## src/rtl/axil_bram_pkg.sv

```systemverilog
// axil_bram_pkg: shared types and helpers for the AXI4-Lite block-RAM controller.
// Holds the controller FSM state encoding, the AXI response codes and the
// byte-to-word address helpers used by axil_bram_ctrl.
package axil_bram_pkg;

    // Controller FSM states; one transaction in flight at a time.
    typedef enum logic [2:0] {
        IDLE    = 3'd0,
        WRITE   = 3'd1,
        WR_RESP = 3'd2,
        RD_WAIT = 3'd3,
        RD_RESP = 3'd4
    } state_t;

    // AXI response codes used on BRESP / RRESP.
    localparam logic [1:0] RESP_OKAY   = 2'b00;
    localparam logic [1:0] RESP_SLVERR = 2'b10;

    // Byte address to RAM word address: the two byte-lane bits are dropped,
    // the caller truncates the result to its RAM address width.
    function automatic logic [63:0] word_addr(input logic [63:0] byte_addr);
        return byte_addr >> 2;
    endfunction

    // True when the byte address has any bit set above the RAM's word range.
    function automatic logic addr_out_of_range(input logic [63:0] byte_addr,
                                               input int unsigned ram_addr_width);
        return (byte_addr >> (ram_addr_width + 2)) != 64'd0;
    endfunction

endpackage

```

## src/rtl/axil_bram_ctrl.sv

```systemverilog
// axil_bram_ctrl: AXI4-Lite slave driving one port of a synchronous block RAM.
//
// One transaction is in flight at a time. Reads and writes compete for the
// single RAM port through a round-robin pointer that starts at read priority.
// All outputs are registered. A granted transaction runs as:
//   write: grant cycle (AWREADY/WREADY pulse), RAM write cycle, then BVALID.
//   read : grant cycle (ARREADY pulse + RAM enable), RAM latency cycle, then RVALID.
// Either way the response is valid two cycles after the address handshake cycle.
//
// Optional feature: define AXIL_BRAM_RANGE_CHECK_EN to reject accesses whose
// byte address has bits set above ADDR_WIDTH+1 with SLVERR (no RAM access,
// read data zero). Without it, upper address bits are ignored and accesses
// alias into the RAM.
module axil_bram_ctrl
    import axil_bram_pkg::*;
#(
    parameter int ADDR_WIDTH     = 10,
    parameter int DATA_WIDTH     = 32,
    parameter int AXI_ADDR_WIDTH = 32
) (
    input  logic                      clk,
    input  logic                      rst,

    // AXI4-Lite write address / data / response
    input  logic [AXI_ADDR_WIDTH-1:0] s_awaddr,
    input  logic                      s_awvalid,
    output logic                      s_awready,
    input  logic [DATA_WIDTH-1:0]     s_wdata,
    input  logic [DATA_WIDTH/8-1:0]   s_wstrb,
    input  logic                      s_wvalid,
    output logic                      s_wready,
    output logic [1:0]                s_bresp,
    output logic                      s_bvalid,
    input  logic                      s_bready,

    // AXI4-Lite read address / data
    input  logic [AXI_ADDR_WIDTH-1:0] s_araddr,
    input  logic                      s_arvalid,
    output logic                      s_arready,
    output logic [DATA_WIDTH-1:0]     s_rdata,
    output logic [1:0]                s_rresp,
    output logic                      s_rvalid,
    input  logic                      s_rready,

    // Block RAM port
    output logic                      ram_en,
    output logic                      ram_we,
    output logic [DATA_WIDTH/8-1:0]   ram_wstrb,
    output logic [ADDR_WIDTH-1:0]     ram_addr,
    output logic [DATA_WIDTH-1:0]     ram_din,
    input  logic [DATA_WIDTH-1:0]     ram_dout
);

    localparam int STRB_WIDTH = DATA_WIDTH / 8;

    state_t                state;
    logic                  rd_priority;   // 1: read wins a tie, 0: write wins
    logic [STRB_WIDTH-1:0] wr_strb;       // strobes latched at the write grant
    logic                  wr_err;        // latched: write target out of range
    logic                  rd_err;        // latched: read target out of range

    logic                  wr_eligible;
    logic                  rd_eligible;
    logic                  grant_rd;
    logic                  grant_wr;
    logic                  wr_addr_bad;
    logic                  rd_addr_bad;

    // Address range qualification of the incoming requests.
`ifdef AXIL_BRAM_RANGE_CHECK_EN
    assign wr_addr_bad = addr_out_of_range(64'(s_awaddr), ADDR_WIDTH);
    assign rd_addr_bad = addr_out_of_range(64'(s_araddr), ADDR_WIDTH);
`else
    assign wr_addr_bad = 1'b0;
    assign rd_addr_bad = 1'b0;
`endif

    // Arbitration between an eligible read and an eligible write in IDLE.
    always_comb begin
        // NOTE: every signal gets a default first so no path can leave it unassigned and infer a latch.
        wr_eligible = 1'b0;
        rd_eligible = 1'b0;
        grant_rd    = 1'b0;
        grant_wr    = 1'b0;
        if (state == IDLE) begin
            // A write needs both address and data; neither half is taken alone.
            wr_eligible = s_awvalid && s_wvalid;
            rd_eligible = s_arvalid;
            grant_rd    = rd_eligible && (!wr_eligible || rd_priority);
            grant_wr    = wr_eligible && !grant_rd;
        end
    end

    // Controller FSM with all AXI and RAM outputs registered.
    always_ff @(posedge clk or posedge rst) begin
        if (rst) begin
            // NOTE: sequential state uses non-blocking assignments so every register updates from pre-edge values.
            state       <= IDLE;
            rd_priority <= 1'b1;
            wr_strb     <= '0;
            wr_err      <= 1'b0;
            rd_err      <= 1'b0;
            s_awready   <= 1'b0;
            s_wready    <= 1'b0;
            s_bresp     <= RESP_OKAY;
            s_bvalid    <= 1'b0;
            s_arready   <= 1'b0;
            s_rdata     <= '0;
            s_rresp     <= RESP_OKAY;
            s_rvalid    <= 1'b0;
            ram_en      <= 1'b0;
            ram_we      <= 1'b0;
            ram_wstrb   <= '0;
            ram_addr    <= '0;
            ram_din     <= '0;
        end else begin
            case (state)
                IDLE: begin
                    if (grant_rd) begin
                        // Read grant: the RAM is enabled in the ARREADY cycle itself.
                        s_arready   <= 1'b1;
                        ram_en      <= !rd_addr_bad;
                        ram_we      <= 1'b0;
                        ram_wstrb   <= '0;
                        ram_addr    <= ADDR_WIDTH'(word_addr(64'(s_araddr)));
                        rd_err      <= rd_addr_bad;
                        rd_priority <= 1'b0;
                        state       <= RD_WAIT;
                    end else if (grant_wr) begin
                        // Write grant: capture the whole request, write it next cycle.
                        s_awready   <= 1'b1;
                        s_wready    <= 1'b1;
                        ram_addr    <= ADDR_WIDTH'(word_addr(64'(s_awaddr)));
                        ram_din     <= s_wdata;
                        wr_strb     <= s_wstrb;
                        wr_err      <= wr_addr_bad;
                        rd_priority <= 1'b1;
                        state       <= WRITE;
                    end
                end

                WRITE: begin
                    if (s_awready) begin
                        // Handshake cycle done: issue the single RAM write cycle.
                        s_awready <= 1'b0;
                        s_wready  <= 1'b0;
                        ram_en    <= !wr_err;
                        ram_we    <= !wr_err;
                        ram_wstrb <= wr_err ? '0 : wr_strb;
                    end else begin
                        // RAM write cycle done: raise the response.
                        ram_en    <= 1'b0;
                        ram_we    <= 1'b0;
                        ram_wstrb <= '0;
                        s_bvalid  <= 1'b1;
                        s_bresp   <= wr_err ? RESP_SLVERR : RESP_OKAY;
                        state     <= WR_RESP;
                    end
                end

                WR_RESP: begin
                    if (s_bready) begin
                        s_bvalid <= 1'b0;
                        s_bresp  <= RESP_OKAY;
                        state    <= IDLE;
                    end
                end

                RD_WAIT: begin
                    if (s_arready) begin
                        // RAM sampled the address at this edge; data appears next cycle.
                        s_arready <= 1'b0;
                        ram_en    <= 1'b0;
                    end else begin
                        // RAM output is valid now: capture it into the response register.
                        s_rdata  <= rd_err ? '0 : ram_dout;
                        s_rresp  <= rd_err ? RESP_SLVERR : RESP_OKAY;
                        s_rvalid <= 1'b1;
                        state    <= RD_RESP;
                    end
                end

                RD_RESP: begin
                    if (s_rready) begin
                        s_rvalid <= 1'b0;
                        state    <= IDLE;
                    end
                end

                default: begin
                    state <= IDLE;
                end
            endcase
        end
    end

endmodule

```

## config.mk

```make
export PLATFORM = sky130hd
export DESIGN_NAME = axil_bram_ctrl
export DESIGN_NICKNAME = d
export VERILOG_FILES = /design/src/rtl/axil_bram_pkg.sv /design/src/rtl/axil_bram_ctrl.sv
export SDC_FILE = /design/constraint.sdc
export NUM_CORES = 1
export LEC_CHECK = 0
export ABC_AREA = 1
export CELL_PAD_IN_SITES_DETAIL_PLACEMENT = 2
export CELL_PAD_IN_SITES_GLOBAL_PLACEMENT = 2
export CORE_ASPECT_RATIO = 1.2
export CORE_MARGIN = 2
export CORE_UTILIZATION = 21
export CTS_BUF_LIST = sky130_fd_sc_hd__clkbuf_4
export DETAILED_ROUTE_END_ITERATION = 10
export PLACE_DENSITY_LB_ADDON = 0.1
export SYNTH_ARGS = -nofsm -noshare
export SYNTH_HDL_FRONTEND = slang
export SYNTH_SLANG_ARGS = --single-unit
```

## constraint.sdc

```tcl
create_clock -name clk -period 4.01 [get_ports clk]
set_input_delay 0.6015 -clock clk [delete_from_list [all_inputs] [get_ports clk]]
set_output_delay 0.6015 -clock clk [all_outputs]
set_load 0.02 [all_outputs]
```

# --- Word level (Yosys, flattened, before mapping) ---
# Index checks and enable logic that the tools add are counted.
totals:
  wordCells: 91
  input_bits: 139
  regBits: 95
  out_inout_bits: 89
op_classes:
  n_bitwise: 2
  n_reduce_logical: 24
  eq_ne: 14
  n_mux: 36
ops:
  columns: ["cell", "n"]
  rows:
  - ["10-bit two-way mux", 2]
  - ["3-bit two-way mux", 6]
  - ["2-bit != test, second input constant", 9]
  - ["3-bit one-hot mux with 5 select lines", 1]
  - ["3-bit AND reduction", 5]
  - ["1-bit two-way mux", 14]
  - ["1-bit one-hot mux with 2 select lines", 6]
  - ["2-bit nonzero test", 5]
  - ["4-bit two-way mux", 2]
  - ["4-bit one-hot mux with 2 select lines", 1]
  - ["2-bit AND reduction", 4]
  - ["3-bit by 2-bit == test with 1-bit output, second input constant", 2]
  - ["5-bit AND reduction", 1]
  - ["2-bit two-way mux", 2]
  - ["2-bit one-hot mux with 2 select lines", 1]
  - ["4-bit AND reduction", 1]
  - ["3-bit by 1-bit == test with 1-bit output, second input constant", 1]
  - ["3-bit == test, second input constant", 1]
  - ["1-bit logical AND", 3]
  - ["3-bit zero test", 1]
  - ["3-bit != test, second input constant", 1]
  - ["1-bit one-hot mux with 3 select lines", 1]
  - ["3-bit nonzero test", 1]
  - ["1-bit zero test", 2]
  - ["other kinds (2)", 3]

# --- Logic depth before layout (Yosys ltp) ---
depth:
  word_depth: 10
  mapped_depth: 9
  depth_no_buf: 7

# --- Least setup slack after synthesis ---
# OpenSTA, ideal clock, no wires.
synth_path:
  path_type: "in2reg"
  from: "in s_awvalid"
  to: "reg ram_addr[8]"
  arrival_ps: 1282
  cell_stages: 8
  required_time_ps: 3945
  n_path_buf: 1
  setup_time_ps: 65
  setup_slack_ps: 2664
  cell_sequence: "nand2_1 > nor2_1 > nor2_1 > buf_2 > nand3_1 > nand2_1 > nand2_1 > nand2_1"
synth_via:
  elab_chain_len: 9
  word_cells_on_any_way: 11
  classes_between: "mux: 3; reduce/logical: 8"
synth_lines:
  columns: ["element", "line_no", "source"]
  rows:
  - ["from (decl)", "axil_bram_ctrl.sv:26", "input logic s_awvalid,"]
  - ["1-bit logical AND *", "axil_bram_ctrl.sv:87", "wr_eligible = s_awvalid && s_wvalid;"]
  - ["1-bit zero test", "axil_bram_ctrl.sv:89", "grant_rd = rd_eligible && (!wr_eligible || rd_priority);"]
  - ["1-bit logical OR", "axil_bram_ctrl.sv:89", null]
  - ["1-bit logical AND", "axil_bram_ctrl.sv:89", null]
  - ["1-bit zero test", "axil_bram_ctrl.sv:90", "grant_wr = wr_eligible && !grant_rd;"]
  - ["1-bit logical AND", "axil_bram_ctrl.sv:90", null]
  - ["1-bit two-way mux", "axil_bram_ctrl.sv:85", "if (state == IDLE) begin"]
  - ["2-bit nonzero test (no line)", null, null]
  - ["2-bit AND reduction (no line)", null, null]
  - ["to (signal assigned)", "axil_bram_ctrl.sv:125", "ram_addr <= ADDR_WIDTH'(word_addr(64'(s_araddr)));"]
  - ["to (signal assigned)", "axil_bram_ctrl.sv:133", "ram_addr <= ADDR_WIDTH'(word_addr(64'(s_awaddr)));"]
  - ["to (decl)", "axil_bram_ctrl.sv:49", "output logic [ADDR_WIDTH-1:0] ram_addr,"]
# Every way passes the cells marked *; elsewhere a longest branch is shown, timed or not.
# A chain may end at the register's enable or synchronous reset.

# --- Worst setup path in the final report ---
layout_path:
  from: "reg state[1]"
  to: "reg rd_priority"
layout_via:
  elab_chain_len: 4
  word_cells_on_any_way: 6
  classes_between: "mux: 3; reduce/logical: 3"
layout_lines:
  columns: ["element", "line_no", "source"]
  rows:
  - ["from (decl)", "axil_bram_ctrl.sv:56", "state_t state;"]
  - ["from (signal assigned)", "axil_bram_ctrl.sv:98", "state <= IDLE;"]
  - ["from (signal assigned)", "axil_bram_ctrl.sv:128", "state <= RD_WAIT;"]
  - ["from (signal assigned)", "axil_bram_ctrl.sv:138", "state <= WRITE;"]
  - ["3-bit zero test *", "axil_bram_ctrl.sv:85, axil_bram_ctrl.sv:117", null]
  - ["1-bit two-way mux", "axil_bram_ctrl.sv:85", null]
  - ["2-bit nonzero test (no line)", null, null]
  - ["2-bit AND reduction (no line)", null, null]
  - ["to (signal assigned)", "axil_bram_ctrl.sv:99", "rd_priority <= 1'b1;"]
  - ["to (signal assigned)", "axil_bram_ctrl.sv:127", "rd_priority <= 1'b0;"]
  - ["to (signal assigned)", "axil_bram_ctrl.sv:137", "rd_priority <= 1'b1;"]
  - ["to (decl)", "axil_bram_ctrl.sv:57", "logic rd_priority;"]
# Marks and branches as above.

==> results.ini <==
[cts]
clkSinkCount = 93
cts_made_buffers = 9
htreeDepth = 3
cts_tree = yes
cts_max_path_buffers = 2
clock_latency_ns = 0.48
clk_pin_slew_ns = 0.15
cts_setup_buffers = 0
cts_resized = 0
clockRootBuffer = clkbuf_4
holdBufCountCts = 0

[logic_synthesis]
syn-cell-area_mm2 = 0.00409
synth-xor-area-share = 0
yosys.area_share.simple = 0.320
synth_edf_count = 0
synth_compound_area_frac = 0.0377
syn_avg_cell_area_um2 = 8.60
ys_seq_area_frac = 0.570
synth_top_area_cell = dfrtp_1
synthCells = 475
yosysMostFrequentCell = nand2_1
synthTopCellsByArea = dfrtp_1 (56%), nand2_1 (17%), nand3_1 (10%)
synth.area.mux_share = 0
synth_fa_ha_area_frac = 0
yosys-top-cells-count = nand2_1 (189), dfrtp_1 (92), nand3_1 (82)
async_flop_share = 1.00
ys.flop_type = dfrtp_1
synth_top_family_by_area = simple AND/OR/NAND/NOR gates
ys_types = 23
synth_top_area_frac = 0.563
yosysWarnings = 0
synth_seq_cells = 93

[drt]
routed_wl_um = 14900
drt_first_pass_iters = 5
vias_per_cell = 4.31
route.detailed.drc = 0
vias = 3906
ant_nets = 0
routedWlPerCell_um = 16.4
drt_iter0_markers = 86

[layout]
multiInputGateArea_mm2 = 0.00148
regArea_mm2 = 0.00233
nets = 784
area_growth_pct = 51.7
drive_above_1_share = 0.0631
fin_cells = 907
fillers = 2177

[timing]
finalHoldWorstSlack_ns = 0.491
max_slew_margin = 0.356
final_max_slew_viol_count = 0
finalCriticalPeriod_ns = 2.55
hold_violations = 0
rsz0062_at_grt = no
finClkSkew_ns = 0.0282
fin_ws_ns = 1.46
final-setup-viol-count = 0
fmax_ghz = 0.392
period_share = 0.636
tightest_slew_ns = 0.959
final.setup.tns_ns = 0

[global_routing]
grt-ovfl-total = 0
grt_pass1_vias = 4334
antenna_found_initial = 1
grt_pass1_wl_um = 23900
grt_usage = 0.148
grt_max_degree = 62

[status]
status = finished clean

[floorplan]
dieArea_mm2 = 0.0206
core-area_mm2 = 0.0190
die_w_um = 131
initial_utilization = 0.215
die_y_um = 157
rows = 55
io_pins = 228

[power]
power_density_mw_per_mm2 = 767
max-vdd-ir-drop_uv = 275
total_power_mw = 4.75
p_leak_nw = 2.93

[place]
pre_cts_slack_ns = 1.08
port_buffers = 179
dp.cells = 890
dp_hpwl_um = 10400
gp_congestion = 0.721

[worst_hold_path]
hold_path.class = reg -> reg

[worst_setup_path]
cp_common_cell = inv_2
crit_type = reg -> reg
cp_max_fo = 24
crit_chain = inv_2 > nand2_2 > inv_2 > o21ai_1 > inv_1 > o21ai_0
crit_family = compound AO/OA/AOI/OAI gates
crit_buf_inv = 3
critPathCaptureType = register
required_ns = 4.39
cp.arrival_ns = 2.93
cp-start-kind = register
cpPeakStageDelay_ns = 0.61
cp_slowest_cell = o21ai_1

[flow_run]
maxCapViolations = 0

## registers in the layout, summed over array words and instances (netlist names), 3 cells and up
signal and flops:
ram_wstrb 4, s_rdata 32, state 3, ram_addr 10
wr_strb 4, ram_din 32
## worst min-delay path, cell delays in order, from the launching register on
cell and delay [ns]:
dfrtp_1 0.37, nand2_1 0.05, nand2_1 0.05
## power by group
group | switching (mW) | internal [mW] | leakage, nW | total (mW)
logic | 1.54 | 1.08 | 1.79 | 2.62
registers | 0.259 | 1.38 | 1.07 | 1.64
clock network | 0.361 | 0.132 | 0.0673 | 0.493
## logic make-up after synthesis
group           after synthesis
flops                        93
compound gates               25
simple gates                298
buf+inv                      58
other cells                   1
## cell type report
| type | instances | share of cell area |
|---|---|---|
| diodes | 1 | 0.000404 |
| clock buffers | 9 | 0.0109 |
| clock inverters | 7 | 0.00807 |
| inverters | 28 | 0.0174 |
| multi-input cells | 327 | 0.238 |
| flip-flops and latches | 93 | 0.376 |
| well taps | 256 | 0.0517 |
| repair buffers | 186 | 0.298 |
## metal layers
layer	vias to the layer above	routed length [um]	track usage
li1	1836	-	-
met1	1939	5830	0.168
met2	117	7720	0.262
met3	14	1120	0.0525
met4	0	185	0.0481
met5	-	0	0
## worst paths after layout
kind	cells past startpoint	end	start	slack, ns
max	6	rd_priority$_DFFE_PP1P_	state[1]$_DFFE_PP0P_	1.46
min	2	ram_din[13]$_DFFE_PP0P_	ram_din[13]$_DFFE_PP0P_	0.49
max reg2reg	6	rd_priority$_DFFE_PP1P_	state[1]$_DFFE_PP0P_	1.46
min reg2reg	2	ram_din[13]$_DFFE_PP0P_	ram_din[13]$_DFFE_PP0P_	0.49
max in group asynchronous	3	s_awready$_DFFE_PP0P_	rst	2.56
min in group asynchronous	2	ram_din[9]$_DFFE_PP0P_	rst	0.64
## cells in the final DEF (no fill, tap or decap), drive strengths merged, types with 4 or more instances in the layout
master	netlist	final
conb	1	4
inv	27	29
o21ai	9	9
clkdlybuf4s50	0	179
nand2	192	192
clkinv	1	6
nand3	91	91
clkbuf	4	9
nor2	14	14
buf	26	7
dfrtp	92	92
o21bai	10	10
a21oi	5	5
## through the flow
| stage | cell area [um2] | utilization |
|---|---|---|
| 2_1_floorplan | 4100 | - |
| 3_3_place_gp | 6080 | 0.320 |
| 3_5_place_dp | 6080 | 0.320 |
| 4_1_cts | 6200 | 0.326 |
| 5_1_grt | 6200 | 0.326 |
| 6_report | 6200 | 0.326 |
Power figures use the tool's default switching activity.
